File: config.mk
export PLATFORM = sky130hd
export DESIGN_NAME = seg_scan_ctrl
export DESIGN_NICKNAME = d
export VERILOG_FILES = /design/src/rtl/seg_scan_ctrl.sv
export SDC_FILE = /design/constraint.sdc
export NUM_CORES = 1
export LEC_CHECK = 0
export BUFFER_PORTS_ARGS = -buffer_cell sky130_fd_sc_hd__buf_2
export CAP_MARGIN = 25
export CORE_MARGIN = 2
export CORE_UTILIZATION = 55
export CTS_CLUSTER_DIAMETER = 150
export DETAILED_ROUTE_END_ITERATION = 12
export HOLD_SLACK_MARGIN = 0.02
export PLACE_DENSITY = 0.73
export SLEW_MARGIN = 20
export SYNTH_ARGS = -nofsm -noshare
export SYNTH_HDL_FRONTEND = slang
export SYNTH_SLANG_ARGS = --single-unit
export TNS_END_PERCENT = 10
File: constraint.sdc
create_clock -name mclk -period 8.3 [get_ports mclk]
set_input_delay 0.83 -clock mclk [delete_from_list [all_inputs] [get_ports mclk]]
set_output_delay 0.83 -clock mclk [all_outputs]
set_load 0.02 [all_outputs]
File: src/rtl/seg_scan_ctrl.sv
// seg_scan_ctrl: time-multiplexes four BCD digits onto one active-low 7-segment
// bus, with dead-time between digits, leading-zero blanking and frame snapshots.
module seg_scan_ctrl #(
   parameter int HOLD_TICKS  = 4,
   parameter int BLANK_TICKS = 1
) (
   input  logic        mclk,
   input  logic        rst,
   input  logic        tick,
   input  logic        en,
   input  logic        lzb_en,
   input  logic [15:0] bcd_in,
   input  logic [3:0]  dp_in,
   output logic [3:0]  an,
   output logic [6:0]  seg,
   output logic        dp,
   output logic [1:0]  digit_idx,
   output logic        frame_done
);

   typedef enum logic [1:0] {IDLE, DRIVE, BLANK} state_t;

   localparam logic [7:0] HOLD_LAST  = 8'(HOLD_TICKS - 1);
   localparam logic [7:0] BLANK_LAST = (BLANK_TICKS > 0) ? 8'(BLANK_TICKS - 1) : 8'd0;
   localparam bit         HAS_BLANK  = (BLANK_TICKS > 0);

   state_t      state_q, state_d;
   logic [1:0]  idx_q, idx_d;
   logic [7:0]  cnt_q, cnt_d;
   logic [15:0] bcd_snap_q, bcd_snap_d;
   logic [3:0]  dp_snap_q, dp_snap_d;
   logic        frame_d;
   logic [3:0]  an_d;
   logic [6:0]  seg_d;
   logic        dp_d;
   logic        z3, z32, z321, lz_blank;

   function automatic logic [6:0] decode(input logic [3:0] v);
      case (v)
         4'd0:    decode = 7'h40;
         4'd1:    decode = 7'h79;
         4'd2:    decode = 7'h24;
         4'd3:    decode = 7'h30;
         4'd4:    decode = 7'h19;
         4'd5:    decode = 7'h12;
         4'd6:    decode = 7'h02;
         4'd7:    decode = 7'h78;
         4'd8:    decode = 7'h00;
         4'd9:    decode = 7'h10;
         default: decode = 7'h7F;
      endcase
   endfunction

   // NOTE: every signal gets a default first so no path through the block infers a latch.
   always_comb begin
      state_d    = state_q;
      idx_d      = idx_q;
      cnt_d      = cnt_q;
      bcd_snap_d = bcd_snap_q;
      dp_snap_d  = dp_snap_q;
      frame_d    = 1'b0;
      if (!en) begin
         state_d = IDLE;
         idx_d   = 2'd0;
         cnt_d   = 8'd0;
      end else begin
         unique case (state_q)
            IDLE: begin
               state_d    = DRIVE;
               idx_d      = 2'd0;
               cnt_d      = 8'd0;
               bcd_snap_d = bcd_in;
               dp_snap_d  = dp_in;
            end
            DRIVE: if (tick) begin
               if (cnt_q == HOLD_LAST) begin
                  cnt_d = 8'd0;
                  if (HAS_BLANK) begin
                     state_d = BLANK;
                  end else begin
                     idx_d   = idx_q + 2'd1;
                     frame_d = (idx_q == 2'd3);
                  end
               end else begin
                  cnt_d = cnt_q + 8'd1;
               end
            end
            BLANK: if (tick) begin
               if (cnt_q == BLANK_LAST) begin
                  cnt_d   = 8'd0;
                  state_d = DRIVE;
                  idx_d   = idx_q + 2'd1;
                  frame_d = (idx_q == 2'd3);
               end else begin
                  cnt_d = cnt_q + 8'd1;
               end
            end
            default: state_d = IDLE;
         endcase
         // A new frame starts from a fresh, coherent copy of the display value.
         if (frame_d) begin
            bcd_snap_d = bcd_in;
            dp_snap_d  = dp_in;
         end
      end
   end

   // Outputs are decoded from next-state values so they register on the same edge.
   always_comb begin
      an_d  = 4'hF;
      seg_d = 7'h7F;
      dp_d  = 1'b1;
      z3    = (bcd_snap_d[15:12] == 4'd0);
      z32   = z3 && (bcd_snap_d[11:8] == 4'd0);
      z321  = z32 && (bcd_snap_d[7:4] == 4'd0);
      case (idx_d)
         2'd3:    lz_blank = z3;
         2'd2:    lz_blank = z32;
         2'd1:    lz_blank = z321;
         default: lz_blank = 1'b0;
      endcase
      if (state_d == DRIVE) begin
         an_d[idx_d] = 1'b0;
         dp_d        = ~dp_snap_d[idx_d];
         if (!(lzb_en && lz_blank)) seg_d = decode(bcd_snap_d[{idx_d, 2'b00} +: 4]);
      end
   end

   // NOTE: non-blocking assignments make every register update from pre-edge values.
   always_ff @(posedge mclk) begin
      if (rst) begin
         state_q    <= IDLE;
         idx_q      <= 2'd0;
         cnt_q      <= 8'd0;
         bcd_snap_q <= 16'd0;
         dp_snap_q  <= 4'd0;
         an         <= 4'hF;
         seg        <= 7'h7F;
         dp         <= 1'b1;
         frame_done <= 1'b0;
      end else begin
         state_q    <= state_d;
         idx_q      <= idx_d;
         cnt_q      <= cnt_d;
         bcd_snap_q <= bcd_snap_d;
         dp_snap_q  <= dp_snap_d;
         an         <= an_d;
         seg        <= seg_d;
         dp         <= dp_d;
         frame_done <= frame_d;
      end
   end

   assign digit_idx = idx_q;

endmodule

# Yosys cells after proc, flatten, opt, wreduce, memory -nomap -nowiden
# Memory sizes are Yosys's and may differ from the RTL's. A register that Yosys moved wholly into a read port is not among the register bits.
# Cells that the tools add are included.
# W data, S select, Z words.
# word_totals
ff_bits,38
romBits,112
in_bits,25
out_inout_bits,15
n_memories,1
# mem_list
name,depth,word_bits,rd,rd_clocked_by_memory_dff,wr,line,source
(name not given),16,7,1,1,0,39,case (v)
# op_classes
addsub,2
order_cmp,2
eq_ne,10
n_shift,1
mux,30
n_bitwise,4
n_reduce_logical,14
# op_table
cell,n
$mux W16,3
$mux W8,4
$pmux W8 S3,1
$mux W2,8
$shiftx A16 B5 Y4,1
$logic_not A4 Y1,3
$mux W4,3
$add A8 B1 Y8 const B,1
$eq A2 B2 Y1 const B,4
$eq A8 B2 Y1 const B,1
$logic_not A8 Y1,1
$eq A2 B1 Y1 const B,3
$mux W1,6
$pmux W2 S3,1
$logic_and A1 B1 Y1,4
$ne A2 B2 Y1 const B,2
$not A4 Y4,1
$pmux W2 S2,1
$reduce_or A2 Y1,2
$lt A2 B3 Y1 const B,1
$not A1 Y1,3
$pmux W1 S3,1
$reduce_and A3 Y1,1
$reduce_bool A3 Y1,1
other kinds (6),6

# Longest topological paths before layout
# depth
ltp_word,13
depth_mapped,15
depth_no_buf,13

# Least setup slack after synthesis
# Ideal clock, no wire load.
# synth_path
path_type,input to register
startpoint,input tick
endpoint,register seg[3]
setup_ps,95
arrival_time_ps,3257
required_time_ps,8205
slack_ps,4948
cell_stages,10
n_path_buf,1
path_cell_list,or4bb_1 > clkbuf_1 > nor4b_4 > o31ai_4 > mux2_1 > o22ai_1 > inv_1 > ha_1 > and2_1 > o311ai_1
# synth_via
elab_chain_cells,11
elab_cells_between_ends,26
# synth_lines
element,line,source
"start, declared",9,"input logic tick,"
$mux W1,88,BLANK: if (tick) begin
$mux W1,--,
$mux W1,62,if (!en) begin
$mux W16,101,if (frame_d) begin
$mux W16,62,
"$logic_not A4 Y1, on equally long branches","113, 114",
$logic_and A1 B1 Y1,114,z32 = z3 && (bcd_snap_d[11:8] == 4'd0);
$logic_and A1 B1 Y1,115,z321 = z32 && (bcd_snap_d[7:4] == 4'd0);
$pmux W1 S3,116,case (idx_d)
$logic_and A1 B1 Y1,125,"if (!(lzb_en && lz_blank)) seg_d = decode(bcd_snap_d[{idx_d, 2'b00} +: 4]);"
$reduce_or A3 Y1 (no line),--,
"end, declared",15,"output logic [6:0] seg,"
# Several ways; a longest one is shown, not always the timed one. The select of a mux whose other input is x is not followed.
# A chain may end at the register's enable or synchronous reset.

# Worst setup path in the final report
# layout_path
startpoint,register cnt_q[2]
endpoint,register seg[6]
# layout_via
elab_chain_cells,13
elab_cells_between_ends,32
# layout_lines
element,line,source
"start, declared",29,"logic [7:0] cnt_q, cnt_d;"
"start signal, assigned",144,cnt_q <= cnt_d;
$logic_not A8 Y1,89,if (cnt_q == BLANK_LAST) begin
$mux W1,89,
$mux W1,88,
$mux W1,--,
$mux W1,62,
$mux W16,101,
$mux W16,62,
"$logic_not A4 Y1, on equally long branches","113, 114",
$logic_and A1 B1 Y1,114,
$logic_and A1 B1 Y1,115,
$pmux W1 S3,116,
$logic_and A1 B1 Y1,125,
$reduce_or A3 Y1 (no line),--,
# Several ways; a longest one is shown, not always the timed one. The select of a mux whose other input is x is not followed.

==> Flow_metrics.wiki <==
{| class="wikitable"
! Metric !! Value
|-
| Number of max-slew violations in the final report || 0
|-
| Worst setup EP type || register
|-
| Clock transition at the register clock pins on the worst setup and hold paths after CTS || 0.09 ns
|-
| Crit path max-delay cell type || nor4_4
|-
| Largest net degree at the start of global routing || 26
|-
| Most common cell after layout, fill and taps aside || dfxtp_1
|-
| Final number of setup-violating endpoints || 0
|-
| Floorplan die height || 75.6 um
|-
| NetSw || between 0.1 and 0.15 mW
|-
| Most used cells in the layout excluding fill and tap cells || 45 x dfxtp_1, 39 x buf_2, 38 x nand2_1
|-
| Worst path required time || 8.54 ns
|-
| Leftover overflow at the end of global routing || 0
|-
| Antenna Nets Post-Route || 0
|-
| Combinational power share || 0.180
|-
| Sequential cell area || 901 sq um
|-
| Highest clock frequency the design can meet || around 280 MHz
|-
| Int Power || 0.315 mW
|-
| Worst clock skew || 0.00966 ns
|-
| Worst IR drop on VDD || 78.4 uV
|-
| Critical path startpoint category || register
|-
| Number of buffers inserted by port buffering || 39
|-
| Global-route wire length before repair || 10,900 um
|-
| Final worst-path setup slack || approximately 4.7 ns
|-
| Number of hold-slack violations in the final timing report || 0
|-
| Floorplan die width || 75.6 um
|-
| Buffering stage count on the worst path with inverters included || 0
|-
| Cell count after synthesis || 332
|-
| Clock latency reported for the late side of the worst-skew pair || 0.30 ns
|-
| Initial Util || 0.563
|-
| Measured slew at the worst slew-check pin || 0.848 ns
|-
| Yosys Warn Count || 0
|-
| Place WS || about 4.5 ns
|-
| Antenna diode instance count || 0
|-
| Initial antenna violation count || 0
|-
| Number of fill cells in the layout || 482
|-
| Static leakage || 1.26 nW
|-
| Delay of the slowest critical-path stage || 0.78 ns
|-
| Core box area || roughly 5000 sq um
|-
| Max-capacitance violation count || 0
|-
| Reg power frac || 0.513
|-
| Post-synthesis sequential area ratio || 0.320
|-
| Ratio of cells with drive above 1 in the final layout || 0.183
|-
| Arrival time worst endpoint || 3.79 ns
|-
| Finished Core Util || 0.621
|-
| Avg WL per Cell || 15.9 um
|-
| Post-DP HPWL || 5010 um
|-
| Number of buffers added by the clock tree synthesis step || 5
|-
| Total GRT Usage || 0.250
|-
| TNS Setup || 0 ns
|-
| Area of the multi-input gates || roughly 1800 sq um
|-
| Clock tree from TritonCTS || done
|-
| Via count of the first global-routing pass || 2,208
|-
| Kind of path behind the tightest hold check || register to register
|-
| Switch share || 0.297
|-
| Root Buffer Master || clkbuf_8
|-
| Layout Nets || 398
|-
| DR vias || 2,564
|-
| Run status || completed
|-
| Hold-fix buffers at CTS || 0
|-
| Count of cell types in the netlist || 64
|-
| Post-CTS sizing || 0
|-
| I/O pin total || 40
|-
| Buffer depth of the longest clock path || 2
|-
| Total length of routed wires || 6860 um
|-
| Setup repair after global routing missed its margin || false
|-
| Minimum clock period || 3.55 ns
|-
| Post-synth ARST share || 0
|-
| Area added between synthesis and finish || 10.3%
|-
| Placement row count || 26
|-
| Mapped cell area || about 2800 sq um
|-
| 1st-pass router iterations || 5
|-
| Clock Power Share || 0.307
|-
| Crit-path max FO || 17
|-
| Number of enable flip-flop cells after synthesis || 0
|-
| Clk sink count || 45
|-
| Synthesized flop and latch total || 45
|-
| Syn nets || 370
|-
| Top cell family by delay on the critical path || compound AO/OA/AOI/OAI gates
|-
| Part of the cycle the worst path needs || 0.428
|-
| Setup CP Type || register to register
|-
| Most instantiated flip-flop cell in the synthesis netlist || dfxtp_1
|-
| P per Cell Area || 144 nW/um^2
|-
| Via/cell ratio || between 5 and 6
|-
| Die ar. || 5710 sq um
|-
| Max-slew headroom || 0.430
|-
| Mean cell area of the mapped netlist || 8.49 sq um
|-
| Initial drt markers || 202
|-
| Remaining design rule violation count || 0
|-
| Cell breakdown of the critical path || nor4_4, a21oi_2, o31ai_4, mux2_1, o22ai_1, ha_1, nand2_1, o32ai_1, a211oi_1, o21ai_1
|-
| Post-CTS setup repair buffer count || 0
|-
| RD Place Congestion || approximately 0.90
|-
| Total number of H-tree levels || 2
|}
==> flip-flops by register name, indices dropped and copies added (netlist names) <==
| signal | cells |
|---|---|
| an | 4 |
| bcd_snap_q | 16 |
| cnt_q | 8 |
| digit_idx | 2 |
| dp | 1 |
| dp_snap_q | 4 |
| frame_done | 1 |
| seg | 7 |
| state_q | 2 |
==> synthesized netlist by cell type, drive strengths merged, types with 3 or more instances <==
cell type	number	area (sq um)
xor2	3	26.3
dfxtp	45	901
nand3	15	75.1
nand2	38	143
nand4b	3	26.3
a211oi	6	45.0
mux2i	18	193
or4	4	30.0
a32oi	7	61.3
mux2	6	67.6
o31ai	4	43.8
o32a	3	30.0
and3	4	25.0
nor2	32	130
a21oi	20	104
inv	14	52.6
nor4	9	71.3
and2	10	62.6
o22ai	3	18.8
ha	13	163
o211ai	5	37.5
clkbuf	12	45.0
a31oi	6	37.5
buf	7	41.3
nor3	4	20.0
o21ai	9	48.8
==> final cells by class <==
| class | instances | area share |
|---|---|---|
| multi-input combinational | 254 | 0.572 |
| timing repair buffer | 40 | 0.0652 |
| inverter | 14 | 0.0169 |
| clock buffer | 6 | 0.0233 |
| tap | 70 | 0.0282 |
| clock inverter | 2 | 0.00483 |
| sequential | 45 | 0.290 |
==> per-stage QoR <==
step | total power [mW] | hold WS [ns] | std cells | instance area, sq um
final | 0.448 | 0.472 | 431 | 3110
after global routing | 0.470 | 0.496 | 431 | 3110
after CTS | 0.450 | 0.474 | 431 | 3110
after detailed placement | 0.314 | 0.462 | 423 | 3020
after global placement | 0.313 | 0.448 | 423 | 3020
after floorplan | 0.290 | 0.436 | 332 | 2820
==> power by group through the flow <==
stage | Sequential (mW) | Combinational [mW] | Clock (mW)
2_1_floorplan | 0.237 | 0.0527 | 0
3_3_place_gp | 0.234 | 0.0785 | 0
3_5_place_dp | 0.235 | 0.0796 | 0
4_1_cts | 0.230 | 0.0798 | 0.140
5_1_grt | 0.231 | 0.0892 | 0.150
6_report | 0.230 | 0.0805 | 0.138
==> worst paths after layout <==
check	slack, ns	end	from	cells past startpoint
setup / recovery	4.75	seg[6]	cnt_q[2]	10
hold / removal	0.47	dp_snap_q[1]	dp_snap_q[1]	2
setup reg to reg	4.75	seg[6]	cnt_q[2]	10
hold reg to reg	0.47	dp_snap_q[1]	dp_snap_q[1]	2
==> cell families after synthesis <==
logic type | after synthesis | share of synthesized area
AO/OA/AOI/OAI | 78 | 0.211
XOR/XNOR | 5 | 0.0155
adder cells (fa/ha/maj) | 13 | 0.0577
buffers and inverters | 33 | 0.0493
flip-flops | 45 | 0.320
multiplexers | 24 | 0.0923
AND/OR/NAND/NOR | 134 | 0.255
==> tightest hold or removal path, stage by stage, from the launching register on <==
cell	delay, ns
dfxtp_1	0.32
nand2_1	0.06
a21oi_1	0.05
==> layer usage <==
| layer | track usage | vias to the layer above | wire length, um |
|---|---|---|---|
| li1 | - | 1270 | - |
| met1 | 0.358 | 1195 | 3170 |
| met2 | 0.384 | 86 | 3150 |
| met3 | 0.0450 | 13 | 425 |
| met4 | 0.0741 | 0 | 120 |
| met5 | 0 | - | 0 |
No activity file was read; power rests on OpenSTA's default activity.
